### src/rtl/register_file.sv
`default_nettype none
// ============================================================================
// Module      : register_file
// Description : 32 x 32-bit architectural register file with rename tags for
//               an out-of-order core. Each register carries a valid bit and
//               the ROB id of its newest pending producer. Operand reads
//               resolve through the ROB entry lookup (RF_idN_*). Commit
//               writes retire values. A mispredict flush drops every tag.
// Revision    : 1.0 - initial release
// ----------------------------------------------------------------------------
// Ports
//   clk, rst              clock; asynchronous active-low reset
//   rdy                   global enable, low freezes all state
//   jump_wrong_flag       flush: clear all tags, suppress rename
//   ID_inst_flag/rd/rob_id rename request (rd gets tag rob_id)
//   ID_rs1/ID_rs2         operand register indices
//   RF_rsN_busy/val/tag   resolved operand (val if !busy, tag if busy)
//   RF_idN_cut            ROB index looked up for operand N
//   RF_idN_ready/val      ROB entry readiness and value for that index
//   ROB_cmt_rf_*          commit write port
//   rf_stall              commit/read conflict, decode must retry
// Configuration
//   RF_BYPASS_EN          when defined, a same-cycle matching commit is
//                         forwarded to the read; otherwise rf_stall is raised
// ============================================================================

`ifndef ROBWD
`define ROBWD 4
`endif

module register_file #(
    parameter int ROBWD = `ROBWD
) (
    input  logic             clk,
    input  logic             rst,
    input  logic             rdy,
    input  logic             jump_wrong_flag,
    input  logic             ID_inst_flag,
    input  logic [4:0]       ID_inst_rd,
    input  logic [31:0]      ID_rob_id,
    input  logic [4:0]       ID_rs1,
    input  logic [4:0]       ID_rs2,
    output logic             RF_rs1_busy,
    output logic             RF_rs2_busy,
    output logic [31:0]      RF_rs1_val,
    output logic [31:0]      RF_rs2_val,
    output logic [31:0]      RF_rs1_tag,
    output logic [31:0]      RF_rs2_tag,
    output logic [ROBWD-1:0] RF_id1_cut,
    output logic [ROBWD-1:0] RF_id2_cut,
    input  logic             RF_id1_ready,
    input  logic             RF_id2_ready,
    input  logic [31:0]      RF_id1_val,
    input  logic [31:0]      RF_id2_val,
    input  logic             ROB_cmt_rf_flag,
    input  logic [4:0]       ROB_cmt_rf_rd,
    input  logic [31:0]      ROB_cmt_rf_rob_id,
    input  logic [31:0]      ROB_cmt_rf_val,
    output logic             rf_stall
);

    typedef struct packed {
        logic        busy;
        logic [31:0] val;
        logic [31:0] tag;
    } operand_t;

    logic [31:0] regs [32];
    logic [31:0] tags [32];
    logic [31:0] tag_valid;

    logic     hit1;
    logic     hit2;
    operand_t op1;
    operand_t op2;

`ifdef RF_BYPASS_EN
    localparam logic BYPASS = 1'b1;
    assign rf_stall = 1'b0;
`else
    localparam logic BYPASS = 1'b0;
    assign rf_stall = hit1 | hit2;
`endif

    // A commit retiring exactly the producer an operand is waiting on. The
    // ROB entry is being freed this cycle, so its ready/value cannot be
    // trusted; either forward the commit value or stall decode.
    assign hit1 = ROB_cmt_rf_flag && (ROB_cmt_rf_rd != 5'd0) &&
                  (ROB_cmt_rf_rd == ID_rs1) && tag_valid[ID_rs1] &&
                  (tags[ID_rs1] == ROB_cmt_rf_rob_id);
    assign hit2 = ROB_cmt_rf_flag && (ROB_cmt_rf_rd != 5'd0) &&
                  (ROB_cmt_rf_rd == ID_rs2) && tag_valid[ID_rs2] &&
                  (tags[ID_rs2] == ROB_cmt_rf_rob_id);

    function automatic operand_t resolve(
        input logic [4:0]  rs,
        input logic        valid,
        input logic [31:0] value,
        input logic [31:0] tag,
        input logic        bypass_hit,
        input logic        rob_ready,
        input logic [31:0] rob_val
    );
        operand_t o;
        o = '0;
        if (rs == 5'd0) begin
            o = '0;
        end else if (!valid) begin
            o.val = value;
        end else if (bypass_hit) begin
            o.val = ROB_cmt_rf_val;
        end else if (rob_ready) begin
            o.val = rob_val;
        end else begin
            o.busy = 1'b1;
            o.tag  = tag;
        end
        return o;
    endfunction

    always_comb begin
        op1 = resolve(ID_rs1, tag_valid[ID_rs1], regs[ID_rs1], tags[ID_rs1],
                      BYPASS & hit1, RF_id1_ready, RF_id1_val);
        op2 = resolve(ID_rs2, tag_valid[ID_rs2], regs[ID_rs2], tags[ID_rs2],
                      BYPASS & hit2, RF_id2_ready, RF_id2_val);
    end

    assign RF_rs1_busy = op1.busy;
    assign RF_rs1_val  = op1.val;
    assign RF_rs1_tag  = op1.tag;
    assign RF_rs2_busy = op2.busy;
    assign RF_rs2_val  = op2.val;
    assign RF_rs2_tag  = op2.tag;

    assign RF_id1_cut  = tags[ID_rs1][ROBWD-1:0];
    assign RF_id2_cut  = tags[ID_rs2][ROBWD-1:0];

    // Later assignments take precedence: rename overrides the commit tag
    // clear on the same rd, and flush overrides everything tag-related.
    always_ff @(posedge clk or negedge rst) begin
        if (!rst) begin
            for (int i = 0; i < 32; i++) begin
                regs[i] <= '0;
                tags[i] <= '0;
            end
            tag_valid <= '0;
        end else if (rdy) begin
            if (ROB_cmt_rf_flag && (ROB_cmt_rf_rd != 5'd0)) begin
                regs[ROB_cmt_rf_rd] <= ROB_cmt_rf_val;
                if (tags[ROB_cmt_rf_rd] == ROB_cmt_rf_rob_id) begin
                    tag_valid[ROB_cmt_rf_rd] <= 1'b0;
                end
            end
            if (jump_wrong_flag) begin
                tag_valid <= '0;
            end else if (ID_inst_flag && (ID_inst_rd != 5'd0)) begin
                tag_valid[ID_inst_rd] <= 1'b1;
                tags[ID_inst_rd]      <= ID_rob_id;
            end
        end
    end

endmodule

`default_nettype wire
### config.mk
export PLATFORM = sky130hd
export DESIGN_NAME = register_file
export DESIGN_NICKNAME = d
export VERILOG_FILES = /design/src/rtl/register_file.sv
export SDC_FILE = /design/constraint.sdc
export NUM_CORES = 2
export LEC_CHECK = 0
export CAP_MARGIN = 20
export CORE_MARGIN = 2
export CORE_UTILIZATION = 38
export DETAILED_ROUTE_END_ITERATION = 10
export PLACE_DENSITY = 0.5
export SLEW_MARGIN = 40
export SYNTH_ARGS = -nofsm -noshare
export SYNTH_HDL_FRONTEND = slang
export SYNTH_SLANG_ARGS = --single-unit
### constraint.sdc
create_clock -name clk -period 5.2 [get_ports clk]
set_input_delay 1.04 -clock clk [delete_from_list [all_inputs] [get_ports clk]]
set_output_delay 1.04 -clock clk [all_outputs]
set_load 0.01 [all_outputs]
==> flow_metrics.tcl <==
set metrics [dict create \
    startpoint "ID_rs2[1]" \
    synth_cells 8487 \
    synth-seq-cells 2080 \
    power.total_uw 46760 \
    io_buffers 326 \
    fin_worst_skew_ns 0.05841 \
    r2r_slack_ns 1.67 \
    peakVddDrop_mv 0.3215 \
    rsz0062_at_grt "true" \
    required_ns 4.16 \
    fmax_mhz 182.2 \
    drv_slew 0 \
    grtUsageTotal 0.3292 \
    first_pass_iters 8 \
    synth-edff-count 0 \
    die-area_sq_um 322800 \
    grt_start_max_net_pins 135 \
    fp-row-count 207 \
    syn_nets 8675 \
    final_common_cell "dfrtp_1" \
    clk_path_buf_depth 4 \
    clock-sinks 2080 \
    syn_avg_cell_area_sq_um 14.25 \
    wire_per_inst_microns 39.45 \
    reg2reg_from "tags[682]" \
    pin_count 327 \
    syn_area_sq_um 120900 \
    finalSetupViolCount 1 \
    antenna_left 0 \
    numCtsBuffers 243 \
    drtIter0Drc 10933 \
    cp_max_fo 11 \
    final_nets 9463 \
    die_h_microns 568.1 \
    place_congestion 0.9958 \
    mostFrequentLayoutCells "2,080 x dfrtp_1, 2,073 x mux2_2, 1,127 x mux4_2" \
    place_hpwl_mm 346.7 \
    grt_pass1_vias 90249 \
    cts-root-buf "clkbuf_16" \
    crit_type "primary input to primary output" \
    p_leak_uw 0.06610 \
    wl_mm 539.6 \
    async_reset_ff_frac 1.000 \
    die_x_microns 568.1 \
    clk_latency_ns 0.95 \
    grt_pass1_wl_mm 746.8 \
    failed_checks "setup timing" \
    fillerInstances 27967 \
    max_cap_viol_count 0 \
    post-place-ws_ns -1.462 \
    post-route-drc-count 0 \
    max_slew.worst_pin.slew_ns 0.9504 \
    core-area_sq_um 317300 \
    critPathArrivalTime_ns 4.45 \
    synth_cell_types 71 \
    period_share 1.055 \
    maxSlewHeadroom 0.3664 \
    min_from "regs[1020]" \
    path_clk_slew_ns 0.06 \
    synth_seq_area_share 0.4304 \
    yosys_warnings 0 \
    start_util 0.3812 \
    min_period_ns 5.487 \
    synth-main-ff-cell "dfrtp_1" \
    vias_per_cell 6.525 \
    cts_tree "yes" \
    cts.htree.levels 4 \
    endpoint_kind "primary output" \
    finalHoldViolCount 0 \
    synthToLayoutAreaGrowth_pct 22.26 \
    p_per_area_nw_per_um2 316.3 \
    drive_gt1_frac 0.5339 \
    run_status "finished with violations" \
    critPathLaunchType "primary input" \
    finalWorstSetupSlack_ns -0.2871 \
    vias 89251 \
    grt.overflow.total 0 \
    antenna_found_initial 56 \
    min_path_type "flip-flop to flip-flop" \
]
## report_power, final
part | internal, uW | total [uW] | switching, uW | leakage [uW]
registers | 17900 | 19300 | 1470 | 0.0280
logic | 4850 | 9010 | 4170 | 0.0339
clock network | 10800 | 18400 | 7600 | 0.00417
## critical path, stage by stage
cell and delay (ns):
buf_16 0.15, buf_4 0.17, clkbuf_16 0.19, buf_4 0.16, mux4_2 0.23, o22ai_1 0.08, or4_4 0.58, xor2_1 0.16
buf_4 0.17, nand4_1 0.26, or4_1 0.61, nor4_2 0.23, a31o_2 0.24, buf_6 0.13
## registers in the layout (all words and copies together), names as in the netlist
signal and flops:
regs 1024, tags 1024, tag_valid 32
## area by class of cell
class	count	area [sq um]	share of cell area
tap	4180	5230	0.03537
clock inverter	96	1272	0.008607
multi-input combinational	5425	65750	0.4447
antenna	17	42.54	0.0002877
timing repair buffer	1502	16200	0.1096
clock buffer	356	7198	0.04869
inverter	23	107.6	0.0007278
sequential	2080	52050	0.3520
## routing by layer
| metal | share of wire | track usage | wire length (microns) | vias up |
|---|---|---|---|---|
| met2 | 0.45 | 0.5024 | 242000 | 4877 |
| met4 | 0.057 | 0.1617 | 30840 | 34 |
| met3 | 0.088 | 0.07272 | 47370 | 1237 |
| met1 | 0.41 | 0.4435 | 219200 | 48347 |
| li1 | - | - | - | 34756 |
| met5 | 0.00040 | 0 | 215 | - |
## metrics by stage
| stage | hold slack [ns] | cells | utilization | setup TNS, ns | area, sq um |
|---|---|---|---|---|---|
| 3_5_place_dp | 0.3833 | 13113 | 0.4305 | -95.80 | 136600 |
| 3_3_place_gp | 0.3765 | 13113 | 0.4314 | -92.67 | 136900 |
| 2_1_floorplan | 0.4413 | 8487 | - | 0 | 120900 |
| 6_report | 0.3914 | 13679 | 0.4660 | -0.2871 | 147800 |
| 5_1_grt | 0.4091 | 13667 | 0.4659 | -0.3085 | 147800 |
| 4_1_cts | 0.08506 | 13638 | 0.4643 | -1.018 | 147300 |
## final timing paths
path | end | cells past startpoint
min in group asynchronous | tags[87] | 2
worst max register to register | tag_valid[3] | 11
worst max-delay path | rf_stall | 14
max in group asynchronous | regs[947] | 5
worst min-delay path | regs[1020] | 0
worst min register to register | regs[1020] | 0
## logic make-up (layout without fill, tap and decap cells)
kind of cell,Yosys count,after routing,synth area share
AOI/OAI and AO/OA,723,723,0.03964
buffers and inverters,982,1977,0.03485
xor gates and xnor gates,65,65,0.004708
other,0,17,0
DFF,2080,2080,0.4304
and+or+nand+nor,774,774,0.03255
muxes,3863,3863,0.4578
## cell usage after synthesis, types with 26 or more instances
library cell | number | area share
a22oi_1 | 41 | 0.0025
buf_4 | 47 | 0.0029
nand2_1 | 242 | 0.0075
buf_1 | 101 | 0.0031
o22ai_1 | 332 | 0.017
a21oi_1 | 110 | 0.0046
o211ai_1 | 47 | 0.0029
nand3b_1 | 34 | 0.0021
clkbuf_1 | 600 | 0.019
nor2_1 | 169 | 0.0052
nand3_1 | 43 | 0.0018
mux4_2 | 1127 | 0.21
dfrtp_1 | 2080 | 0.43
xnor2_1 | 34 | 0.0025
and3_1 | 26 | 0.0013
o21ai_0 | 37 | 0.0015
xor2_1 | 31 | 0.0022
mux2i_1 | 659 | 0.055
mux2_2 | 2077 | 0.19
buf_2 | 197 | 0.0082
nor2b_1 | 40 | 0.0021
nor4_1 | 71 | 0.0037
## timing repair
item                                    CTS  global route
resized for setup                       285           117
endpoints found under the hold margin     0             4
pin swaps                                16             9
gates cloned                             32             3
endpoints found under the setup margin  131            84
setup buffers                            42            19
hold buffers                              0             1
No activity file was read; power rests on OpenSTA's default activity.
